### config.mk
export PLATFORM = sky130hd
export DESIGN_NAME = dram_peek_bridge_flat
export DESIGN_NICKNAME = d
export VERILOG_FILES = /design/src/rtl/dram_peek_bridge_if.sv /design/src/rtl/dram_peek_bridge.sv /design/src/flat_wrapper.sv
export SDC_FILE = /design/constraint.sdc
export NUM_CORES = 1
export LEC_CHECK = 0
export ABC_AREA = 1
export CORE_ASPECT_RATIO = 1.5
export CORE_MARGIN = 4
export CORE_UTILIZATION = 40
export DETAILED_ROUTE_END_ITERATION = 16
export PLACE_DENSITY = 0.93
export SYNTH_ARGS = -nofsm -noshare
export SYNTH_HDL_FRONTEND = slang
export SYNTH_SLANG_ARGS = --single-unit
### constraint.sdc
create_clock -name clk -period 4.04 [get_ports clk]
set_clock_uncertainty 0.05 [all_clocks]
set_input_delay 0.808 -clock clk [delete_from_list [all_inputs] [get_ports clk]]
set_output_delay 0.808 -clock clk [all_outputs]
set_load 0.05 [all_outputs]
### src/rtl/dram_peek_bridge_if.sv
// Bundles the SPI peek/poke request side and the MCB-style DRAM user port.
// Modports:
//   master - used by the bridge: takes requests and FIFO flags, drives acks and DRAM strobes.
//   slave  - used by the environment: drives requests and FIFO flags, observes the bridge.
// Request side : addr_i, data_i, we_i, pop_i -> data_o, ack_o, busy_o, collide_o, timeout_o
// DRAM side    : p_cmd_*, p_wr_*, p_rd_* (cmd / write FIFO / read FIFO)
interface dram_peek_bridge_if #(
  parameter int unsigned ADDR_WIDTH  = 28,
  parameter int unsigned BADDR_WIDTH = 30
);
  logic [ADDR_WIDTH-1:0]  addr_i;
  logic [31:0]            data_i;
  logic                   we_i;
  logic                   pop_i;
  logic [31:0]            data_o;
  logic                   ack_o;
  logic                   busy_o;
  logic                   collide_o;
  logic                   timeout_o;
  logic                   p_cmd_en;
  logic [2:0]             p_cmd_instr;
  logic [5:0]             p_cmd_bl;
  logic [BADDR_WIDTH-1:0] p_cmd_byte_addr;
  logic                   p_cmd_full;
  logic                   p_wr_en;
  logic [3:0]             p_wr_mask;
  logic [31:0]            p_wr_data;
  logic                   p_wr_full;
  logic                   p_rd_en;
  logic [31:0]            p_rd_data;
  logic                   p_rd_empty;

  modport master (
    input  addr_i, data_i, we_i, pop_i,
    output data_o, ack_o, busy_o, collide_o, timeout_o,
    output p_cmd_en, p_cmd_instr, p_cmd_bl, p_cmd_byte_addr,
    input  p_cmd_full,
    output p_wr_en, p_wr_mask, p_wr_data,
    input  p_wr_full,
    output p_rd_en,
    input  p_rd_data, p_rd_empty
  );

  modport slave (
    output addr_i, data_i, we_i, pop_i,
    input  data_o, ack_o, busy_o, collide_o, timeout_o,
    input  p_cmd_en, p_cmd_instr, p_cmd_bl, p_cmd_byte_addr,
    output p_cmd_full,
    input  p_wr_en, p_wr_mask, p_wr_data,
    output p_wr_full,
    input  p_rd_en,
    output p_rd_data, p_rd_empty
  );
endinterface

### src/rtl/dram_peek_bridge.sv
// Converts single-word peek (pop_i) / poke (we_i) pulses into commands on a 32-bit MCB-style
// DRAM user port, one transaction outstanding at a time, and returns ack_o plus read data.
// Ports:
//   clk, rst - clock and asynchronous active-high reset
//   bus      - dram_peek_bridge_if.master: request side (addr_i, data_i, we_i, pop_i, data_o,
//              ack_o, busy_o, collide_o, timeout_o) and DRAM side (p_cmd_*, p_wr_*, p_rd_*)
// Optional feature: define DRAM_PEEK_BRIDGE_TIMEOUT_EN to bound every FIFO wait to
// TIMEOUT_CYCLES cycles; otherwise waits are unbounded and timeout_o is tied low.
module dram_peek_bridge #(
  parameter int unsigned ADDR_WIDTH     = 28,
  parameter int unsigned BADDR_WIDTH    = 30,
  parameter int unsigned TIMEOUT_CYCLES = 4096
) (
  input logic                clk,
  input logic                rst,
  dram_peek_bridge_if.master bus
);

  if (BADDR_WIDTH != ADDR_WIDTH + 2 || TIMEOUT_CYCLES < 2 || TIMEOUT_CYCLES > 65536)
  begin : g_param_check
    $error("dram_peek_bridge: bad parameters");
  end

  localparam logic [2:0] InstrWrite = 3'b000;
  localparam logic [2:0] InstrRead  = 3'b001;

  typedef enum logic [2:0] {StIdle, StWrData, StWrCmd, StRdCmd, StRdWait, StAck} state_e;

  state_e                state_q, state_d;
  logic [ADDR_WIDTH-1:0] addr_q;
  logic [31:0]           data_q;
  logic [31:0]           rdata_q, rdata_d;
  logic                  collide_q, collide_d;
  logic                  accept, load_wr;
  logic                  cmd_en, wr_en, rd_en, ack;
  logic [2:0]            cmd_instr;
  logic                  expired;
  logic                  timeout_set;

`ifdef DRAM_PEEK_BRIDGE_TIMEOUT_EN
  localparam logic [15:0] WaitLast = 16'(TIMEOUT_CYCLES - 1);
  logic [15:0] wait_q, wait_d;
  logic        timeout_q;
  logic        waiting;

  assign waiting = (state_q == StWrData) || (state_q == StWrCmd) ||
                   (state_q == StRdCmd)  || (state_q == StRdWait);
  assign expired = (wait_q == WaitLast);
  // Any state change restarts the count, so it measures time stuck in one wait state.
  assign wait_d  = (!waiting || state_d != state_q) ? 16'd0 : wait_q + 16'd1;

  always_ff @(posedge clk or posedge rst) begin
    if (rst) begin
      wait_q    <= 16'd0;
      timeout_q <= 1'b0;
    end else begin
      wait_q <= wait_d;
      if (accept) begin
        timeout_q <= 1'b0;
      end else if (timeout_set) begin
        timeout_q <= 1'b1;
      end
    end
  end

  assign bus.timeout_o = timeout_q;
`else
  assign expired       = 1'b0;
  assign bus.timeout_o = 1'b0;
`endif

  always_comb begin
    state_d     = state_q;
    cmd_en      = 1'b0;
    cmd_instr   = InstrWrite;
    wr_en       = 1'b0;
    rd_en       = 1'b0;
    ack         = 1'b0;
    accept      = 1'b0;
    load_wr     = 1'b0;
    rdata_d     = rdata_q;
    collide_d   = collide_q;
    timeout_set = 1'b0;
    unique case (state_q)
      StIdle: begin
        if (bus.we_i) begin
          state_d = StWrData;
          accept  = 1'b1;
          load_wr = 1'b1;
        end else if (bus.pop_i) begin
          state_d = StRdCmd;
          accept  = 1'b1;
        end else if (!bus.p_rd_empty) begin
          // Discard a word left over from a read aborted by reset or timeout.
          rd_en = 1'b1;
        end
        if (bus.we_i || bus.pop_i) begin
          collide_d = bus.we_i & bus.pop_i;
        end
      end
      StWrData: begin
        if (!bus.p_wr_full) begin
          wr_en   = 1'b1;
          state_d = StWrCmd;
        end else if (expired) begin
          timeout_set = 1'b1;
          state_d     = StAck;
        end
      end
      StWrCmd: begin
        if (!bus.p_cmd_full) begin
          cmd_en  = 1'b1;
          state_d = StAck;
        end else if (expired) begin
          timeout_set = 1'b1;
          state_d     = StAck;
        end
      end
      StRdCmd: begin
        cmd_instr = InstrRead;
        if (!bus.p_cmd_full) begin
          cmd_en  = 1'b1;
          state_d = StRdWait;
        end else if (expired) begin
          timeout_set = 1'b1;
          rdata_d     = 32'hDEADBEEF;
          state_d     = StAck;
        end
      end
      StRdWait: begin
        cmd_instr = InstrRead;
        if (!bus.p_rd_empty) begin
          rd_en   = 1'b1;
          rdata_d = bus.p_rd_data;
          state_d = StAck;
        end else if (expired) begin
          timeout_set = 1'b1;
          rdata_d     = 32'hDEADBEEF;
          state_d     = StAck;
        end
      end
      StAck: begin
        ack     = 1'b1;
        state_d = StIdle;
      end
      default: state_d = StIdle;
    endcase
  end

  always_ff @(posedge clk or posedge rst) begin
    if (rst) begin
      state_q   <= StIdle;
      addr_q    <= '0;
      data_q    <= '0;
      rdata_q   <= '0;
      collide_q <= 1'b0;
    end else begin
      state_q   <= state_d;
      rdata_q   <= rdata_d;
      collide_q <= collide_d;
      if (accept) begin
        addr_q <= bus.addr_i;
      end
      if (load_wr) begin
        data_q <= bus.data_i;
      end
    end
  end

  assign bus.data_o          = rdata_q;
  assign bus.ack_o           = ack;
  assign bus.busy_o          = (state_q != StIdle);
  assign bus.collide_o       = collide_q;
  assign bus.p_cmd_en        = cmd_en;
  assign bus.p_cmd_instr     = cmd_instr;
  assign bus.p_cmd_bl        = 6'd0;
  assign bus.p_cmd_byte_addr = {addr_q, 2'b00};
  assign bus.p_wr_en         = wr_en;
  assign bus.p_wr_mask       = 4'b0000;
  assign bus.p_wr_data       = data_q;
  assign bus.p_rd_en         = rd_en;

endmodule
### src/flat_wrapper.sv
// flat-port wrapper written by rule: the top's interface ports become plain ports
module dram_peek_bridge_flat 
#(
  parameter int unsigned ADDR_WIDTH     = 28,
  parameter int unsigned BADDR_WIDTH    = 30,
  parameter int unsigned TIMEOUT_CYCLES = 4096
)
  (clk, rst, bus_addr_i, bus_data_i, bus_we_i, bus_pop_i, bus_data_o, bus_ack_o, bus_busy_o, bus_collide_o, bus_timeout_o, bus_p_cmd_en, bus_p_cmd_instr, bus_p_cmd_bl, bus_p_cmd_byte_addr, bus_p_cmd_full, bus_p_wr_en, bus_p_wr_mask, bus_p_wr_data, bus_p_wr_full, bus_p_rd_en, bus_p_rd_data, bus_p_rd_empty);
  dram_peek_bridge_if #(.ADDR_WIDTH(ADDR_WIDTH), .BADDR_WIDTH(BADDR_WIDTH)) bus_i ();
  input logic clk;
  input logic rst;
  input wire logic [$bits(bus_i.addr_i)-1:0] bus_addr_i;
  input wire logic [$bits(bus_i.data_i)-1:0] bus_data_i;
  input wire logic [$bits(bus_i.we_i)-1:0] bus_we_i;
  input wire logic [$bits(bus_i.pop_i)-1:0] bus_pop_i;
  output wire logic [$bits(bus_i.data_o)-1:0] bus_data_o;
  output wire logic [$bits(bus_i.ack_o)-1:0] bus_ack_o;
  output wire logic [$bits(bus_i.busy_o)-1:0] bus_busy_o;
  output wire logic [$bits(bus_i.collide_o)-1:0] bus_collide_o;
  output wire logic [$bits(bus_i.timeout_o)-1:0] bus_timeout_o;
  output wire logic [$bits(bus_i.p_cmd_en)-1:0] bus_p_cmd_en;
  output wire logic [$bits(bus_i.p_cmd_instr)-1:0] bus_p_cmd_instr;
  output wire logic [$bits(bus_i.p_cmd_bl)-1:0] bus_p_cmd_bl;
  output wire logic [$bits(bus_i.p_cmd_byte_addr)-1:0] bus_p_cmd_byte_addr;
  input wire logic [$bits(bus_i.p_cmd_full)-1:0] bus_p_cmd_full;
  output wire logic [$bits(bus_i.p_wr_en)-1:0] bus_p_wr_en;
  output wire logic [$bits(bus_i.p_wr_mask)-1:0] bus_p_wr_mask;
  output wire logic [$bits(bus_i.p_wr_data)-1:0] bus_p_wr_data;
  input wire logic [$bits(bus_i.p_wr_full)-1:0] bus_p_wr_full;
  output wire logic [$bits(bus_i.p_rd_en)-1:0] bus_p_rd_en;
  input wire logic [$bits(bus_i.p_rd_data)-1:0] bus_p_rd_data;
  input wire logic [$bits(bus_i.p_rd_empty)-1:0] bus_p_rd_empty;
  assign bus_i.addr_i = bus_addr_i;
  assign bus_i.data_i = bus_data_i;
  assign bus_i.we_i = bus_we_i;
  assign bus_i.pop_i = bus_pop_i;
  assign bus_data_o = bus_i.data_o;
  assign bus_ack_o = bus_i.ack_o;
  assign bus_busy_o = bus_i.busy_o;
  assign bus_collide_o = bus_i.collide_o;
  assign bus_timeout_o = bus_i.timeout_o;
  assign bus_p_cmd_en = bus_i.p_cmd_en;
  assign bus_p_cmd_instr = bus_i.p_cmd_instr;
  assign bus_p_cmd_bl = bus_i.p_cmd_bl;
  assign bus_p_cmd_byte_addr = bus_i.p_cmd_byte_addr;
  assign bus_i.p_cmd_full = bus_p_cmd_full;
  assign bus_p_wr_en = bus_i.p_wr_en;
  assign bus_p_wr_mask = bus_i.p_wr_mask;
  assign bus_p_wr_data = bus_i.p_wr_data;
  assign bus_i.p_wr_full = bus_p_wr_full;
  assign bus_p_rd_en = bus_i.p_rd_en;
  assign bus_i.p_rd_data = bus_p_rd_data;
  assign bus_i.p_rd_empty = bus_p_rd_empty;
  dram_peek_bridge #(.ADDR_WIDTH(ADDR_WIDTH), .BADDR_WIDTH(BADDR_WIDTH), .TIMEOUT_CYCLES(TIMEOUT_CYCLES)) u_core (.clk(clk), .rst(rst), .bus(bus_i));
endmodule
==> reports/metrics.cfg, run 1 <==
[synthesis]
synth_area_leader_cell=sky130_fd_sc_hd__dfrtp_1
post_synth_inst_count=453
ys_warns=0
netlist-cell-type-count=22
yosys.area_share.xor_xnor=0
dominant_combinational_cell_family_by_area_after_synthesis=simple AND/OR/NAND/NOR gates
synth_top_area_share=0.583
synth-compound-area-share=0.0735
ys_seq_elements=96
synth.area.mux_share=0
syn-mean-instance-area_um2=9.09
synthesis.area_mm2=0.00412
synthSimpleGateAreaFrac=0.239
netlist_top_cells_area=sky130_fd_sc_hd__dfrtp_1 58%, sky130_fd_sc_hd__nand2_1 18%, sky130_fd_sc_hd__o21ai_2 6.8%
fraction_of_the_yosys_area_taken_by_sequential_cells=0.583
post_synth_fa_ha_maj_area_fraction=0

[min_path]
class_of_the_worst_hold_path=reg -> reg

[clock_tree]
postCtsSetupRepairBufs=0
tritoncts.num_buffers=9
clockBufferDepth=2
clockRootBuffer=sky130_fd_sc_hd__clkbuf_16
post_cts_resized=0
clk_transition_reported_paths_ns=0.07
cts_num_sinks=96
cts_tree=done
cts.hold.buffers_added=0
htree_levels=3
clock_latency_ns=0.33

[global_routing]
globalRouteTotalUtil=0.183
global_route.overflow_total=0
first_global_vias=3722
grt_first_pass_wirelength_mm=17.7
pin_count_of_the_biggest_net_entering_global_routing=97
antenna_violations_before_repair=0

[setup_path]
path_delay_family=buffers and inverters
critical_path_arrival_ns=2.32
path_cells=inv_1, nand2_1, o21ai_0, clkdlybuf4s50_1
critPathMaxFanout=7
worstSetupStartpointType=flip-flop
crit_path_max_incr_delay_ns=0.89
endpoint_kind=primary output
critical_setup_path_class=reg -> out
timing.critical_path.required_ns=3.18
rrSetupSlack_ns=1.58
crit_path_top_delay_cell=sky130_fd_sc_hd__clkdlybuf4s50_1
worstPathBufferInverterCount=2

[sta]
setup_ws_ns=0.858
rsz0062_at_grt=no
timing_hold_violations_final=0
final-setup-viol-count=0
max_slew.worst_pin.slew_ns=1.15
setup-tns-final_ns=0
slew_headroom=0.231
fmax_mhz=314
drv_slew=0
final_worst_path_cycle_share=0.788
finalCriticalPeriod_ns=3.18

[routing]
drt_first_iter_violations=140
viasPerCell=4.72
avgRoutedWirePerCell_um=14.6
firstDrtPassIters=5
antenna_left=0
dr_total_vias=3599
routed_wirelength_mm=11.1
post-route-drc-count=0

[floorplanning]
die-area_mm2=0.0120
floorplan.die.height_um=132
horiz_die_dim_um=90.9
row_count=45
starting_density_of_the_core=0.409
num_io_pins=213
fp.coreArea_mm2=0.0101

[power]
vdd_drop_max_v=0.000563
power_density_of_the_placed_cells_mw_per_mm2=961
p_leak_uw=0.00312

[place]
place.port_buffers=197
routabilityCongestion=0.890
dpl.hpwl_mm=8.34
dpl_worst_slack_ns=1.01

[cells_and_area]
area_growth_syn_to_layout_pct=53.5
finish.net_count=739
antenna_cells_inserted=0
n_fill_cell=788
drive_gt1_frac=0.0930

[run_status]
outcome=finished clean

[run]
maxCapViolations=0

==> metal layers <==
| metal | up-vias | routed length, um | GRT usage |
|---|---|---|---|
| li1 | 1733 | - | - |
| met1 | 1667 | 4030 | 0.196 |
| met2 | 168 | 5880 | 0.336 |
| met3 | 31 | 832 | 0.0405 |
| met4 | 0 | 380 | 0.0881 |
| met5 | - | 0 | 0 |
==> layout make-up <==
cell class | instances | area (um2) | area share
multi-input cells | 295 | 1350 | 0.213
well taps | 117 | 146 | 0.0232
repair buffers | 200 | 2000 | 0.317
clock buffers | 9 | 225 | 0.0356
clock inverters | 7 | 52.6 | 0.00831
inverters | 38 | 145 | 0.0230
flip-flops and latches | 96 | 2400 | 0.380
==> logic make-up (layout without fill, tap and decap cells) <==
family | after synthesis | count (layout)
AND/OR/NAND/NOR | 244 | 244
flip-flops | 96 | 96
buffers and inverters | 76 | 254
AO/OA/AOI/OAI | 36 | 36
other | 1 | 15
==> metrics by stage <==
step	hold slack [ns]	utilization	total power (uW)	cell area (um2)	instances
after CTS	0.427	0.627	6130	6320	762
after floorplan	0.530	-	4100	4170	467
final	0.423	0.627	6080	6320	762
after global placement	0.404	0.600	5210	6040	746
after global routing	0.442	0.627	6380	6320	762
after detailed placement	0.411	0.600	5320	6040	746
==> sequential cells by signal, indices dropped and copies added (netlist names) <==
| register | count |
|---|---|
| u_core.bus.collide_o | 1 |
| u_core.bus.p_wr_data | 32 |
| u_core.bus.data_o | 32 |
| u_core.state_q | 3 |
| u_core.addr_q | 28 |
==> power breakdown <==
part	leakage, uW	internal [uW]	switching, uW	total (uW)
clock	0.000137	424	363	787
combinational	0.00179	1130	2480	3610
sequential	0.00120	1410	271	1680
==> synthesized netlist by cell type <==
master / n
sky130_fd_sc_hd__o21ai_0: 2
sky130_fd_sc_hd__a21oi_1: 1
sky130_fd_sc_hd__a21boi_0: 1
sky130_fd_sc_hd__dfrtp_1: 96
sky130_fd_sc_hd__inv_2: 2
sky130_fd_sc_hd__conb_1: 1
sky130_fd_sc_hd__nand4_1: 1
sky130_fd_sc_hd__buf_2: 9
sky130_fd_sc_hd__or2_1: 1
sky130_fd_sc_hd__nand2_1: 193
sky130_fd_sc_hd__nor2_1: 6
sky130_fd_sc_hd__buf_4: 18
sky130_fd_sc_hd__nor4_1: 1
sky130_fd_sc_hd__o21ai_2: 32
sky130_fd_sc_hd__inv_1: 36
sky130_fd_sc_hd__nor2_4: 1
sky130_fd_sc_hd__buf_6: 8
sky130_fd_sc_hd__nand3_1: 37
sky130_fd_sc_hd__nor2_2: 1
sky130_fd_sc_hd__clkbuf_1: 3
sky130_fd_sc_hd__nand2_2: 2
sky130_fd_sc_hd__nor3_1: 1
==> final timing paths <==
path,from,end,cells past startpoint
setup / recovery,u_core.state_q[2]$_DFFE_PP0P_,bus_p_cmd_instr[0],4
hold / removal,u_core.bus.p_wr_data[4]$_DFFE_PP0P_,u_core.bus.p_wr_data[4]$_DFFE_PP0P_,2
setup reg to reg,u_core.state_q[1]$_DFFE_PP0P_,u_core.bus.p_wr_data[30]$_DFFE_PP0P_,6
hold reg to reg,u_core.bus.p_wr_data[4]$_DFFE_PP0P_,u_core.bus.p_wr_data[4]$_DFFE_PP0P_,2
max in group asynchronous,rst,u_core.bus.p_wr_data[19]$_DFFE_PP0P_,2
min in group asynchronous,rst,u_core.bus.data_o[4]$_DFFE_PP0P_,2
==> tightest hold or removal path, stage by stage, from the launching register on <==
cell	delay, ns
sky130_fd_sc_hd__dfrtp_1	0.34
sky130_fd_sc_hd__nand2_1	0.05
sky130_fd_sc_hd__nand2_1	0.05
==> layout by cell type (no fill, tap or decap) <==
| cell type | n |
|---|---|
| sky130_fd_sc_hd__clkdlybuf4s50_1 | 196 |
| sky130_fd_sc_hd__nand2_1 | 193 |
| sky130_fd_sc_hd__dfrtp_1 | 96 |
| sky130_fd_sc_hd__nand3_1 | 37 |
| sky130_fd_sc_hd__inv_1 | 35 |
| sky130_fd_sc_hd__o21ai_2 | 32 |
| sky130_fd_sc_hd__conb_1 | 15 |
| sky130_fd_sc_hd__clkbuf_16 | 9 |
| sky130_fd_sc_hd__nor2_1 | 6 |
| sky130_fd_sc_hd__inv_6 | 4 |
| sky130_fd_sc_hd__buf_4 | 3 |
| sky130_fd_sc_hd__nand2_2 | 2 |
| sky130_fd_sc_hd__inv_2 | 2 |
| sky130_fd_sc_hd__o21ai_0 | 2 |
| sky130_fd_sc_hd__clkinv_2 | 2 |
| sky130_fd_sc_hd__nor2_4 | 1 |
| sky130_fd_sc_hd__or2_2 | 1 |
| sky130_fd_sc_hd__nor4_1 | 1 |
| sky130_fd_sc_hd__nor3_1 | 1 |
| sky130_fd_sc_hd__inv_4 | 1 |
| sky130_fd_sc_hd__nor2_2 | 1 |
| sky130_fd_sc_hd__nand4_1 | 1 |
| sky130_fd_sc_hd__a21oi_1 | 1 |
| sky130_fd_sc_hd__a21boi_0 | 1 |
| sky130_fd_sc_hd__clkinvlp_4 | 1 |
| sky130_fd_sc_hd__buf_12 | 1 |
Power figures use the tool's default switching activity.
==> run 2, diff against run 1 <==
--- a/config.mk
+++ b/config.mk
@@ -8,9 +8,9 @@
 export ABC_AREA = 1
 export CORE_ASPECT_RATIO = 1.5
 export CORE_MARGIN = 4
-export CORE_UTILIZATION = 40
+export CORE_UTILIZATION = 36
 export DETAILED_ROUTE_END_ITERATION = 16
-export PLACE_DENSITY = 0.93
+export PLACE_DENSITY = 0.89
 export SYNTH_ARGS = -nofsm -noshare
 export SYNTH_HDL_FRONTEND = slang
 export SYNTH_SLANG_ARGS = --single-unit
==> constraint.sdc (replaced) <==
create_clock -name clk -period 2.9 [get_ports clk]
set_clock_uncertainty 0.05 [all_clocks]
set_input_delay 0.58 -clock clk [delete_from_list [all_inputs] [get_ports clk]]
set_output_delay 0.58 -clock clk [all_outputs]
set_load 0.05 [all_outputs]
==> run 2 against run 1 <==
Final area increased by 2.4%; combinational power up 40%; total power grew 42%; clock power is 61% higher; via count shrank 0.33%.
==> reports/metrics.cfg, run 2 (synthesized netlist as in run 1, its figures left out) <==
[routing]
post-route-drc-count=0
firstDrtPassIters=4
routed_wirelength_mm=11.3
viasPerCell=4.52
avgRoutedWirePerCell_um=14.2
antenna_left=0
dr_total_vias=3587
drt_first_iter_violations=125

[clock_tree]
clockRootBuffer=sky130_fd_sc_hd__clkbuf_16
clock_latency_ns=0.33
clockBufferDepth=2
cts_tree=done
htree_levels=3
cts.hold.buffers_added=0
tritoncts.num_buffers=9
cts_num_sinks=96
postCtsSetupRepairBufs=0
post_cts_resized=0
clk_transition_reported_paths_ns=0.07

[floorplanning]
die-area_mm2=0.0133
fp.coreArea_mm2=0.0111
floorplan.die.height_um=139
num_io_pins=213
starting_density_of_the_core=0.371
row_count=47
horiz_die_dim_um=95.3

[sta]
timing_hold_violations_final=0
max_slew.worst_pin.slew_ns=0.665
rsz0062_at_grt=no
drv_slew=0
finalCriticalPeriod_ns=2.76
slew_headroom=0.556
final_worst_path_cycle_share=0.952
setup-tns-final_ns=0
setup_ws_ns=0.139
final-setup-viol-count=0
fmax_mhz=362

[cells_and_area]
n_fill_cell=930
most-common-layout-cells=194 x sky130_fd_sc_hd__clkdlybuf4s50_1, 193 x sky130_fd_sc_hd__nand2_1, 96 x sky130_fd_sc_hd__dfrtp_1
antenna_cells_inserted=0
final_core_utilization=0.582
area_growth_syn_to_layout_pct=57.2
post-route-cell-area_mm2=0.00647
finish.net_count=742
area.sequential_mm2=0.00240
multiInputGateArea_mm2=0.00135
most_common_cell_after_layout_fill_and_taps_aside=sky130_fd_sc_hd__clkdlybuf4s50_1
drive_gt1_frac=0.100

[setup_path]
critPathMaxFanout=7
crit-reg2reg-launch=u_core.state_q[1]$_DFFE_PP0P_
endpoint_kind=primary output
rrSetupSlack_ns=0.96
path_delay_family=buffers and inverters
crit_path_max_incr_delay_ns=0.83
critical_setup_path_class=reg -> out
worstPathBufferInverterCount=2
worst_r2r_endpoint=u_core.bus.p_wr_data[20]$_DFFE_PP0P_
cp.depth=4
path_cells=inv_1, nand2_1, o21ai_0, clkdlybuf4s50_1
timing.critical_path.required_ns=2.27
worstSetupStartpointType=flip-flop
critical_path_arrival_ns=2.13
timing.reg2reg.worst_path_depth=7
crit_path_top_delay_cell=sky130_fd_sc_hd__clkdlybuf4s50_1

[power]
vdd_drop_max_v=0.000772
p_leak_uw=0.00318
power_density_of_the_placed_cells_mw_per_mm2=1340

[global_routing]
antenna_violations_before_repair=0
global_route.overflow_total=0
globalRouteTotalUtil=0.170
grt_first_pass_wirelength_mm=17.6
pin_count_of_the_biggest_net_entering_global_routing=48
first_global_vias=3643

[place]
place.port_buffers=197
placed_area_mm2=0.00614
dpl.hpwl_mm=8.76
dpl_worst_slack_ns=0.516
routabilityCongestion=0.856

[min_path]
terminating_pin_of_the_worst_hold_path=u_core.bus.p_wr_data[16]$_DFFE_PP0P_
class_of_the_worst_hold_path=reg -> reg
worst_hold_startpoint=u_core.bus.p_wr_data[16]$_DFFE_PP0P_
holdPathStages=2

[run_status]
outcome=finished clean

[run]
maxCapViolations=0

==> run 2: cell types whose count changed in the layout (fill, tap and decap cells not counted) <==
cell / before / now
sky130_fd_sc_hd__clkinv_4: 0 / 2
sky130_fd_sc_hd__inv_4: 1 / 0
sky130_fd_sc_hd__bufinv_16: 0 / 2
sky130_fd_sc_hd__clkdlybuf4s50_1: 196 / 194
sky130_fd_sc_hd__inv_6: 4 / 0
sky130_fd_sc_hd__buf_12: 1 / 4
sky130_fd_sc_hd__nor4_1: 1 / 0
sky130_fd_sc_hd__clkbuf_8: 0 / 2
sky130_fd_sc_hd__nor4_2: 0 / 1
sky130_fd_sc_hd__buf_4: 3 / 5
sky130_fd_sc_hd__clkinv_2: 2 / 0
==> run 2: report_power, final <==
group | switching [uW] | total (uW) | internal, uW | leakage, uW
sequential | 364 | 2330 | 1970 | 0.00120
combinational | 3460 | 5040 | 1580 | 0.00182
clock | 473 | 1270 | 801 | 0.000162
==> run 2: metrics by stage <==
step | power (uW) | hold slack, ns | std cells
after global placement | 7300 | 0.402 | 779
after global routing | 9100 | 0.432 | 794
final | 8650 | 0.420 | 794
after floorplan | 5720 | 0.530 | 467
after CTS | 8740 | 0.424 | 794
after detailed placement | 7430 | 0.408 | 779
==> run 2: worst max path at each step <==
| stage | start | endpoint | slack [ns] |
|---|---|---|---|
| floorplan | bus_we_i | bus_p_rd_en | 0.44 |
| global placement | bus_we_i | bus_p_rd_en | 0.54 |
| detailed placement | bus_we_i | bus_p_rd_en | 0.52 |
| CTS | u_core.state_q[2]$_DFFE_PP0P_ | bus_p_cmd_instr[0] | 0.13 |
| global route | u_core.state_q[2]$_DFFE_PP0P_ | bus_p_cmd_instr[0] | 0.02 |
| finish | u_core.state_q[2]$_DFFE_PP0P_ | bus_p_cmd_instr[0] | 0.14 |
==> run 2: cell type report <==
type                            instances  share of cell area
Timing Repair Buffer                  203               0.318
Multi-Input combinational cell        295               0.209
Sequential cell                        96               0.371
Inverter                               38              0.0226
Clock inverter                          4              0.0120
Tap cell                              147              0.0284
Clock buffer                           11              0.0390
==> run 2: worst reg2reg max path: cells and delay by family (launching register included) <==
kind          cells  cell delay [ns]
flops             1             0.49
simple gates      5             0.60
buf+inv           2             0.69
==> run 2: metal layers <==
layer / part of all wire / global-route usage / wire length [um] / vias up
li1: - / - / - / 1738
met4: 0.042 / 0.0783 / 473 / 0
met5: 0 / 0 / 0 / -
met2: 0.53 / 0.303 / 5980 / 158
met1: 0.36 / 0.185 / 4050 / 1655
met3: 0.068 / 0.0385 / 770 / 36
==> run 3, diff against run 2 <==
--- a/config.mk
+++ b/config.mk
@@ -10,6 +10,7 @@
 export CORE_MARGIN = 4
 export CORE_UTILIZATION = 36
 export DETAILED_ROUTE_END_ITERATION = 16
+export GPL_ROUTABILITY_DRIVEN = 0
 export PLACE_DENSITY = 0.89
 export SYNTH_ARGS = -nofsm -noshare
 export SYNTH_HDL_FRONTEND = slang
==> results of run 3 <==
Final layout, timing and power as in run 2 (identical DEF).
